### src/rtl/ram_reader_if.sv
// Buses of ram_reader: the RAM read port and the outgoing 16-bit sample stream.
// master = the reader, slave = the RAM / consumer side.
interface ram_reader_if #(
   parameter int ADDR_W = 14
);
   logic              o_rd_en;
   logic [ADDR_W-1:0] o_rd_addr;
   logic [63:0]       i_rd_data;
   logic [15:0]       o_sample;
   logic              o_valid;
   logic              i_ready;

   modport master (
      output o_rd_en, o_rd_addr, o_sample, o_valid,
      input  i_rd_data, i_ready
   );

   modport slave (
      input  o_rd_en, o_rd_addr, o_sample, o_valid,
      output i_rd_data, i_ready
   );
endinterface

### src/rtl/ram_reader.sv
// Read-side companion of the sample RAM writer: fetches committed 64-bit words and streams them as
// four 16-bit samples. Optional counting-pattern checker enabled by macro RAMREADER_SEQCHECK_EN.
module ram_reader #(
   parameter int                ADDR_W     = 14,
   parameter int                RD_LATENCY = 2,
   parameter logic [ADDR_W-1:0] ADDR_FIRST = 14'h0001,
   parameter logic [ADDR_W-1:0] ADDR_LAST  = 14'h3FFF
) (
   input  logic          i_clk,
   input  logic          i_rst,
   input  logic          i_enable,
   input  logic          i_wr_en,
   ram_reader_if.master  bus,
   output logic [ADDR_W:0] o_level,
   output logic          o_overrun,
   output logic          o_seq_err
);

   localparam logic [ADDR_W:0] LVL_ZERO  = {(ADDR_W+1){1'b0}};
   localparam logic [ADDR_W:0] LVL_ONE   = {{ADDR_W{1'b0}}, 1'b1};
   localparam logic [ADDR_W:0] LVL_CAP   = ({1'b0, ADDR_LAST} - {1'b0, ADDR_FIRST}) + LVL_ONE;
   localparam logic [2:0]      WAIT_LAST = 3'(RD_LATENCY - 1);

   typedef enum logic [1:0] {
      ST_IDLE   = 2'd0,
      ST_ISSUE  = 2'd1,
      ST_WAIT   = 2'd2,
      ST_UNPACK = 2'd3
   } state_t;

   function automatic logic [15:0] f_lane(input logic [63:0] word, input logic [1:0] idx);
      case (idx)
         2'd0:    f_lane = word[15:0];
         2'd1:    f_lane = word[31:16];
         2'd2:    f_lane = word[47:32];
         2'd3:    f_lane = word[63:48];
         default: f_lane = 16'h0000;
      endcase
   endfunction

   function automatic logic [ADDR_W-1:0] f_ptr_next(input logic [ADDR_W-1:0] ptr);
      if (ptr == ADDR_LAST) begin
         f_ptr_next = ADDR_FIRST;
      end else begin
         f_ptr_next = ptr + {{(ADDR_W-1){1'b0}}, 1'b1};
      end
   endfunction

   state_t            r_state;
   state_t            w_state_next;
   logic [ADDR_W:0]   r_level;
   logic              r_overrun;
   logic [ADDR_W-1:0] r_ptr;
   logic [ADDR_W-1:0] r_rd_addr;
   logic              r_rd_en;
   logic              r_valid;
   logic [15:0]       r_sample;
   logic [63:0]       r_hold;
   logic [1:0]        r_lane;
   logic [2:0]        r_wait_cnt;

   logic              w_has_work;
   logic              w_hs;
   logic              w_wait_done;
   logic              w_last_lane;
   logic              w_issue;
   logic              w_capture;
   logic              w_rd_en_nxt;
   logic              w_valid_nxt;
   logic [15:0]       w_sample_nxt;

   assign w_has_work  = i_enable && (r_level != LVL_ZERO);
   assign w_hs        = r_valid && bus.i_ready;
   assign w_wait_done = (r_wait_cnt == WAIT_LAST);
   assign w_last_lane = (r_lane == 2'd3);

   // FSM state register
   always_ff @(posedge i_clk) begin
      if (i_rst) begin
         r_state <= ST_IDLE;
      end else begin
         r_state <= w_state_next;
      end
   end

   // FSM next-state logic
   always_comb begin
      w_state_next = r_state;
      case (r_state)
         ST_IDLE: begin
            if (w_has_work) begin
               w_state_next = ST_ISSUE;
            end else begin
               w_state_next = ST_IDLE;
            end
         end
         ST_ISSUE: begin
            w_state_next = ST_WAIT;
         end
         ST_WAIT: begin
            if (w_wait_done) begin
               w_state_next = ST_UNPACK;
            end else begin
               w_state_next = ST_WAIT;
            end
         end
         ST_UNPACK: begin
            if (w_hs && w_last_lane) begin
               if (w_has_work) begin
                  w_state_next = ST_ISSUE;
               end else begin
                  w_state_next = ST_IDLE;
               end
            end else begin
               w_state_next = ST_UNPACK;
            end
         end
         default: begin
            w_state_next = ST_IDLE;
         end
      endcase
   end

   // FSM output decode: values the output registers take on the next edge
   always_comb begin
      w_issue      = (r_state == ST_ISSUE);
      w_capture    = (r_state == ST_WAIT) && w_wait_done;
      w_rd_en_nxt  = (w_state_next == ST_ISSUE);
      w_valid_nxt  = (w_state_next == ST_UNPACK);
      w_sample_nxt = r_sample;
      if (w_capture) begin
         w_sample_nxt = f_lane(bus.i_rd_data, 2'd0);
      end else if (w_hs && !w_last_lane) begin
         w_sample_nxt = f_lane(r_hold, r_lane + 2'd1);
      end else begin
         w_sample_nxt = r_sample;
      end
   end

   // Read strobe/address, word holding register and lane sequencing
   always_ff @(posedge i_clk) begin
      if (i_rst) begin
         r_rd_en    <= 1'b0;
         r_rd_addr  <= ADDR_FIRST;
         r_ptr      <= ADDR_FIRST;
         r_valid    <= 1'b0;
         r_sample   <= 16'h0000;
         r_hold     <= 64'h0000_0000_0000_0000;
         r_lane     <= 2'd0;
         r_wait_cnt <= 3'd0;
      end else begin
         r_rd_en  <= w_rd_en_nxt;
         r_valid  <= w_valid_nxt;
         r_sample <= w_sample_nxt;
         // r_ptr only moves at the end of ISSUE, so it is stable when the next ISSUE is entered
         if (w_rd_en_nxt) begin
            r_rd_addr <= r_ptr;
         end else begin
            r_rd_addr <= r_rd_addr;
         end
         if (w_issue) begin
            r_ptr      <= f_ptr_next(r_ptr);
            r_wait_cnt <= 3'd0;
         end else if (r_state == ST_WAIT) begin
            r_wait_cnt <= r_wait_cnt + 3'd1;
         end else begin
            r_wait_cnt <= r_wait_cnt;
         end
         if (w_capture) begin
            r_hold <= bus.i_rd_data;
            r_lane <= 2'd0;
         end else if (w_hs) begin
            r_lane <= r_lane + 2'd1;
         end else begin
            r_lane <= r_lane;
         end
      end
   end

   // Committed-but-unfetched word count with saturation and sticky overrun
   always_ff @(posedge i_clk) begin
      if (i_rst) begin
         r_level   <= LVL_ZERO;
         r_overrun <= 1'b0;
      end else begin
         case ({i_wr_en, w_issue})
            2'b10: begin
               if (r_level == LVL_CAP) begin
                  r_overrun <= 1'b1;
               end else begin
                  r_level <= r_level + LVL_ONE;
               end
            end
            2'b01: begin
               r_level <= r_level - LVL_ONE;
            end
            default: begin
               r_level <= r_level;
            end
         endcase
      end
   end

`ifdef RAMREADER_SEQCHECK_EN
   logic [15:0] r_prev;
   logic        r_have_prev;
   logic        r_seq_err;

   // Each accepted sample must be the previous accepted sample plus one (16-bit wrap)
   always_ff @(posedge i_clk) begin
      if (i_rst) begin
         r_prev      <= 16'h0000;
         r_have_prev <= 1'b0;
         r_seq_err   <= 1'b0;
      end else if (w_hs) begin
         r_prev      <= r_sample;
         r_have_prev <= 1'b1;
         if (r_have_prev && (r_sample != (r_prev + 16'h0001))) begin
            r_seq_err <= 1'b1;
         end else begin
            r_seq_err <= r_seq_err;
         end
      end else begin
         r_prev      <= r_prev;
         r_have_prev <= r_have_prev;
         r_seq_err   <= r_seq_err;
      end
   end

   assign o_seq_err = r_seq_err;
`else
   assign o_seq_err = 1'b0;
`endif

   assign bus.o_rd_en   = r_rd_en;
   assign bus.o_rd_addr = r_rd_addr;
   assign bus.o_valid   = r_valid;
   assign bus.o_sample  = r_sample;
   assign o_level       = r_level;
   assign o_overrun     = r_overrun;

endmodule

### src/flat_wrapper.sv
// flat-port wrapper written by rule: the top's interface ports become plain ports
module ram_reader_flat 
#(
   parameter int                ADDR_W     = 14,
   parameter int                RD_LATENCY = 2,
   parameter logic [ADDR_W-1:0] ADDR_FIRST = 14'h0001,
   parameter logic [ADDR_W-1:0] ADDR_LAST  = 14'h3FFF
)
  (i_clk, i_rst, i_enable, i_wr_en, o_level, o_overrun, o_seq_err, bus_o_rd_en, bus_o_rd_addr, bus_o_sample, bus_o_valid, bus_i_rd_data, bus_i_ready);
  ram_reader_if #(.ADDR_W(ADDR_W)) bus_i ();
  input  logic i_clk;
  input  logic i_rst;
  input  logic i_enable;
  input  logic i_wr_en;
  output logic [ADDR_W:0] o_level;
  output logic o_overrun;
  output logic o_seq_err;
  output wire logic [$bits(bus_i.o_rd_en)-1:0] bus_o_rd_en;
  output wire logic [$bits(bus_i.o_rd_addr)-1:0] bus_o_rd_addr;
  output wire logic [$bits(bus_i.o_sample)-1:0] bus_o_sample;
  output wire logic [$bits(bus_i.o_valid)-1:0] bus_o_valid;
  input wire logic [$bits(bus_i.i_rd_data)-1:0] bus_i_rd_data;
  input wire logic [$bits(bus_i.i_ready)-1:0] bus_i_ready;
  assign bus_o_rd_en = bus_i.o_rd_en;
  assign bus_o_rd_addr = bus_i.o_rd_addr;
  assign bus_o_sample = bus_i.o_sample;
  assign bus_o_valid = bus_i.o_valid;
  assign bus_i.i_rd_data = bus_i_rd_data;
  assign bus_i.i_ready = bus_i_ready;
  ram_reader #(.ADDR_W(ADDR_W), .RD_LATENCY(RD_LATENCY), .ADDR_FIRST(ADDR_FIRST), .ADDR_LAST(ADDR_LAST)) u_core (.i_clk(i_clk), .i_rst(i_rst), .i_enable(i_enable), .i_wr_en(i_wr_en), .bus(bus_i), .o_level(o_level), .o_overrun(o_overrun), .o_seq_err(o_seq_err));
endmodule
### config.mk
export PLATFORM = sky130hd
export DESIGN_NAME = ram_reader_flat
export DESIGN_NICKNAME = d
export VERILOG_FILES = /design/src/rtl/ram_reader_if.sv /design/src/rtl/ram_reader.sv /design/src/flat_wrapper.sv
export SDC_FILE = /design/constraint.sdc
export NUM_CORES = 1
export LEC_CHECK = 0
export CAP_MARGIN = 0
export CORE_AREA = 2 2 125 127
export CTS_CLUSTER_DIAMETER = 120
export CTS_CLUSTER_SIZE = 8
export DETAILED_ROUTE_END_ITERATION = 10
export DIE_AREA = 0 0 127 129
export PLACE_DENSITY = 0.75
export SYNTH_ARGS = -nofsm -noshare
export SYNTH_HDL_FRONTEND = slang
export SYNTH_SLANG_ARGS = --single-unit
### constraint.sdc
create_clock -name i_clk -period 4.27 [get_ports i_clk]
set_input_delay 0.854 -clock i_clk [delete_from_list [all_inputs] [get_ports i_clk]]
set_output_delay 0.854 -clock i_clk [all_outputs]
set_load 0.02 [all_outputs]
### Yosys cells after proc, flatten, opt, wreduce, memory -nomap -nowiden

Index checks and enable logic that the tools add are counted.

| word-level totals | value |
|---|---|
| output and inout port bits | 49 |
| word-level logic and storage cells | 56 |
| input bits | 69 |
| register bits after elaboration | 133 |

| cells by class | value |
|---|---|
| eq/ne operators | 15 |
| add/sub/neg operators | 5 |
| reductions and logical operators | 15 |
| multiplexer cells | 10 |

Operator list:

| cell | count |
|---|---|
| case mux 16 bit (4 select lines) | 1 |
| 2-to-1 mux 16 bit | 2 |
| case mux 15 bit (2 select lines) | 1 |
| adder 15 x 1 -> 15 bit (second input constant) | 1 |
| == test 15 x 14 -> 1 bit (second input constant) | 1 |
| 2-to-1 mux 15 bit | 1 |
| nonzero test 15 bit | 1 |
| subtractor 15 x 1 -> 15 bit (second input constant) | 1 |
| adder 14 x 1 -> 14 bit (second input constant) | 1 |
| == test 14 bit (second input constant) | 1 |
| == test 2 bit (second input constant) | 7 |
| 2-to-1 mux 14 bit | 1 |
| == test 2 x 1 -> 1 bit (second input constant) | 4 |
| case mux 2 bit (4 select lines) | 1 |
| logical AND 1 bit | 5 |
| logical NOT 2 bit | 2 |
| AND reduction 2 bit | 2 |
| nonzero test 2 bit | 2 |
| OR reduction 2 bit | 2 |
| adder 3 x 1 -> 3 bit (second input constant) | 1 |
| == test 3 x 1 -> 1 bit (second input constant) | 1 |
| adder 2 x 1 -> 2 bit (second input constant) | 1 |
| 2-to-1 mux 1 bit | 2 |
| 2-to-1 mux 2 bit | 1 |
| other kinds (2) | 2 |

### Logic depth before layout (Yosys ltp)

| logic depth | value |
|---|---|
| depth after elaboration | 6 |
| mapped depth | 10 |
| depth with buffers taken out | 8 |

### Worst setup path before layout

Ideal clock, no wire load.

| timing path | value |
|---|---|
| path type | input-to-reg |
| start point | input port i_wr_en |
| end point | register u_core.r_level[12] (netlist: u_core.o_level[12]) |
| data required time | 4.147 ns |
| stages on the path | 10 |
| path buffers | 2 |
| library setup time | 0.123 ns |
| setup slack | 1.206 ns |
| arrival time | 2.941 ns |
| cells stage by stage | or3b_1 clkbuf_1 clkbuf_1 xnor2_1 ha_1 nor3_1 o211ai_1 o21ai_1 o31ai_1 mux2_1 |

| on the way | value |
|---|---|
| word-level cells in the longest chain between the ends | 3 |
| elaborated cells on any way between the ends | 6 |
| those cells by class | eq/ne: 3; mux: 1; reduce/logical: 2 |

Ends and longest elaborated chain:

| element | RTL line | RTL |
|---|---|---|
| start, declared | flat_wrapper.sv:14 | `input logic i_wr_en;` |
| == test 2 bit / == test 2 x 1 -> 1 bit (equally long branches) | ram_reader.sv:186 | `case ({i_wr_en, w_issue})` |
| != test 2 bit (no source line) / nonzero test 2 bit (equally long branches) | n/a |  |
| AND reduction 2 bit (no source line) | n/a |  |
| end signal, assigned | ram_reader.sv:191 | `r_level <= r_level + LVL_ONE;` |
| end signal, assigned | ram_reader.sv:195 | `r_level <= r_level - LVL_ONE;` |
| end signal, assigned | ram_reader.sv:198 | `r_level <= r_level;` |
| end, declared | ram_reader.sv:51 | `logic [ADDR_W:0] r_level;` |

Parallel ways exist; a longest one is shown, timed or not.
A chain may end at the register's enable or synchronous reset.

### Final worst setup path

Ends and elaborated chain as after synthesis.

==> run metrics <==
Post-Synthesis Cells 728; P_leak 0.00267 µW; Max Clock Skew 0.0134 ns; post-cts resize count 0; clk_lat worst skew 0.43 ns; min Tclk post-route 3.13 ns; drt wl/cell 14.7 µm; DRC 0; Cell variety after synth 50; H-tree depth 4; die area 16400 µm²; #FFs+latches synth 133; worst-margin pin slew 1.07 ns; TritonCTS clock tree built; total grt overflow 0; dominant cell type by area after synthesis dfxtp_1; gr usage total 18.4%; CP peak stage delay 0.48 ns; Area Growth Syn to Fin 30.8%; # IOs 118; DR pass1 iterations 7; Post-synth EDFFs 0; largest net degree at the start of global routing 103; Setup crit start kind input port; total power 3830 µW; initial antenna violation count 0; fmax 320 MHz; maximum vdd drop 0.300 mV; final worst slack 1.14 ns; total CTS buffers 17; Slew Limit Fails 0; DR vias 5363; Starting Density 39.1%; CP Cell Sequence clkdlybuf4s50_1, or3b_1, xnor2_1, ha_1, nor3_1, o211ai_1, o21ai_1, o31ai_1, mux2_1; Die X-Extent 127 µm; syn_nets 806; period utilization 73.2%; synth warn 0; RSZ-0062 raised after global routing no; WHS 0.455 ns; Row Count 45; CTS Sinks 133; Detailed Route WL 15000 µm; Final Wtd Congestion 0.884; Syn Area/Cell 8.05 µm²; Crit. End Element flop; core area 15000 µm²; final net count 894; Critical Path RT 4.57 ns; status completed; Post-DP HPWL 9830 µm; Die Ht 129 µm; register area share after synthesis 45.4%; pre-CTS WS 0.772 ns; Filler cells 1423; 1st-iter DRT viols 467; setup bufs post-CTS 0; slowest stage cell, crit path clkdlybuf4s50_1; CP Class in -> reg; critical path fanouts, max 7; vias per cell 5.27; Crit path max-delay family compound AO/OA/AOI/OAI gates; Power per Cell Area 500 nW/µm²; Max Cap Viol 0; WP buf/inv 1; Hold-fix buffers, CTS 0; buffer depth of the longest clock path 2; Worst Hold Class reg -> reg; Setup-failing EPs final 0; critical path arrival 3.43 ns; share of cells above drive strength 1 5.55%; Synth area leaders dfxtp_1 (45%), nand2_1 (11%), a21oi_1 (6.7%); dominant synthesized flop cell dfxtp_1; ANT nets after route 0; vias in the first global route 4738; Clock transition at path regs 0.06 ns; # diodes 0; Slew HR 28.5%; fraction of registers with async set/reset 0%; top-area cell type share of the netlist area 45.4%; first-pass GRT wire length 24000 µm; Mapped Area 5860 µm²; IO buf count 116; final hold vios 0; Setup TNS Final 0 ns; Root Driver clkbuf_16
## synthesized netlist by cell type (2+ instances only)
library cell and number:
o211ai_1 2, nand3b_1 2, nor3_1 18, and4_1 3, and2_1 3, nor2b_1 10, a311oi_1 16, nand4b_1 2
xor2_1 10, nand3_1 9, nand2_1 179, a31oi_1 5, dfxtp_1 133, clkbuf_1 44, buf_2 2, nand4_1 10
buf_1 4, or3_1 5, xnor2_1 8, o21ai_0 19, nor2_1 71, ha_1 9, nor4_1 5, o31ai_1 2
mux2i_1 16, o21ai_1 4, inv_1 5, a222oi_1 16, and3_1 4, or4_1 3, nand2b_1 3, a21oi_1 79
nor3b_1 2, mux2_1 8, or4_4 2
## metrics by stage
step                cell area, µm²  util [%]  instances
CTS                           7660      51.2       1017
detailed placement            7080      47.3        985
floorplan                     5860         -        728
global placement              7080      47.3        985
finish                        7660      51.2       1017
global route                  7660      51.2       1017
## state kept, by name, indices dropped and copies added (netlist names)
register              count
u_core.r_ptr             14
u_core.r_hold            64
u_core.o_overrun          1
u_core.o_level           15
u_core.bus.o_valid        1
u_core.bus.o_rd_en        1
u_core.bus.o_rd_addr     14
u_core.r_state            2
u_core.bus.o_sample      16
u_core.r_lane             2
u_core.r_wait_cnt         3
## where the power goes
part           total, µW  internal (µW)  switching (µW)
Clock               1440            834             601
Combinational        901            417             484
Sequential          1500           1350             145
## placed cells by master, fill, tap and decap left out, types with 3 or more instances in the layout
master             n
a311oi_1          16
nor2b_1           10
xor2_1            10
a222oi_1          16
nand3_1            8
nor4_1             5
and4_1             3
inv_8              3
and2_1             3
a21oi_1           79
clkinv_4           3
mux2_1             8
xnor2_1            8
o21ai_0           19
a31oi_1            5
nand2b_1           3
clkdlybuf4s50_1  115
nor2_1            71
dfxtp_1          133
and3_1             3
nand2_1          179
ha_1               9
nor3_1            18
buf_4              7
or3_1              5
inv_6              3
clkinvlp_4         3
or4_1              3
mux2i_1           16
inv_1              5
nand4_1           10
clkbuf_16         17
o21ai_1            3
## worst reg2reg max path: cells and delay by family, from the launching register on
kind	cells	cell delay, ns
simple gates	2	0.54
compound gates	3	0.71
xor+xnor	1	0.16
fa+ha+maj	1	0.31
mux	1	0.35
flops	1	0.59
## worst paths after layout
check | slack [ns] | depth (start not counted) | endpoint | start
max | 1.14 | 9 | u_core.o_level[12] | i_wr_en
min | 0.45 | 2 | u_core.r_hold[8] | u_core.r_hold[8]
max reg2reg | 1.48 | 8 | u_core.o_level[12] | u_core.r_state[0]
min reg2reg | 0.45 | 2 | u_core.r_hold[8] | u_core.r_hold[8]
## metal layers
| metal | routed length, µm | vias to the layer above | part of all wire, % | GRT usage [%] |
|---|---|---|---|---|
| li1 | - | 2703 | - | - |
| met1 | 7090 | 2474 | 47 | 25.5 |
| met2 | 6830 | 167 | 46 | 28.0 |
| met3 | 830 | 19 | 5.5 | 4.12 |
| met4 | 233 | 0 | 1.6 | 7.18 |
| met5 | 0 | - | 0 | 0 |
## cell families after synthesis
kind of cell               Yosys count  synth area share, %
adders and majority gates            9                 1.92
muxes                               24                 4.27
other                                1               0.0640
and+or+nand+nor                    335                 25.2
xor gates and xnor gates            18                 2.69
DFF                                133                 45.4
AOI/OAI and AO/OA                  150                 16.2
buffers and inverters               58                 4.23
## layout make-up
| class | count | area (µm²) | share of cell area, % |
|---|---|---|---|
| Timing Repair Buffer | 122 | 1200 | 15.7 |
| Multi-Input combinational cell | 537 | 2960 | 38.6 |
| Inverter | 5 | 18.8 | 0.245 |
| Sequential cell | 133 | 2660 | 34.7 |
| Clock buffer | 18 | 439 | 5.73 |
| Tap cell | 188 | 235 | 3.07 |
| Clock inverter | 14 | 144 | 1.88 |
Power figures use the tool's default switching activity.
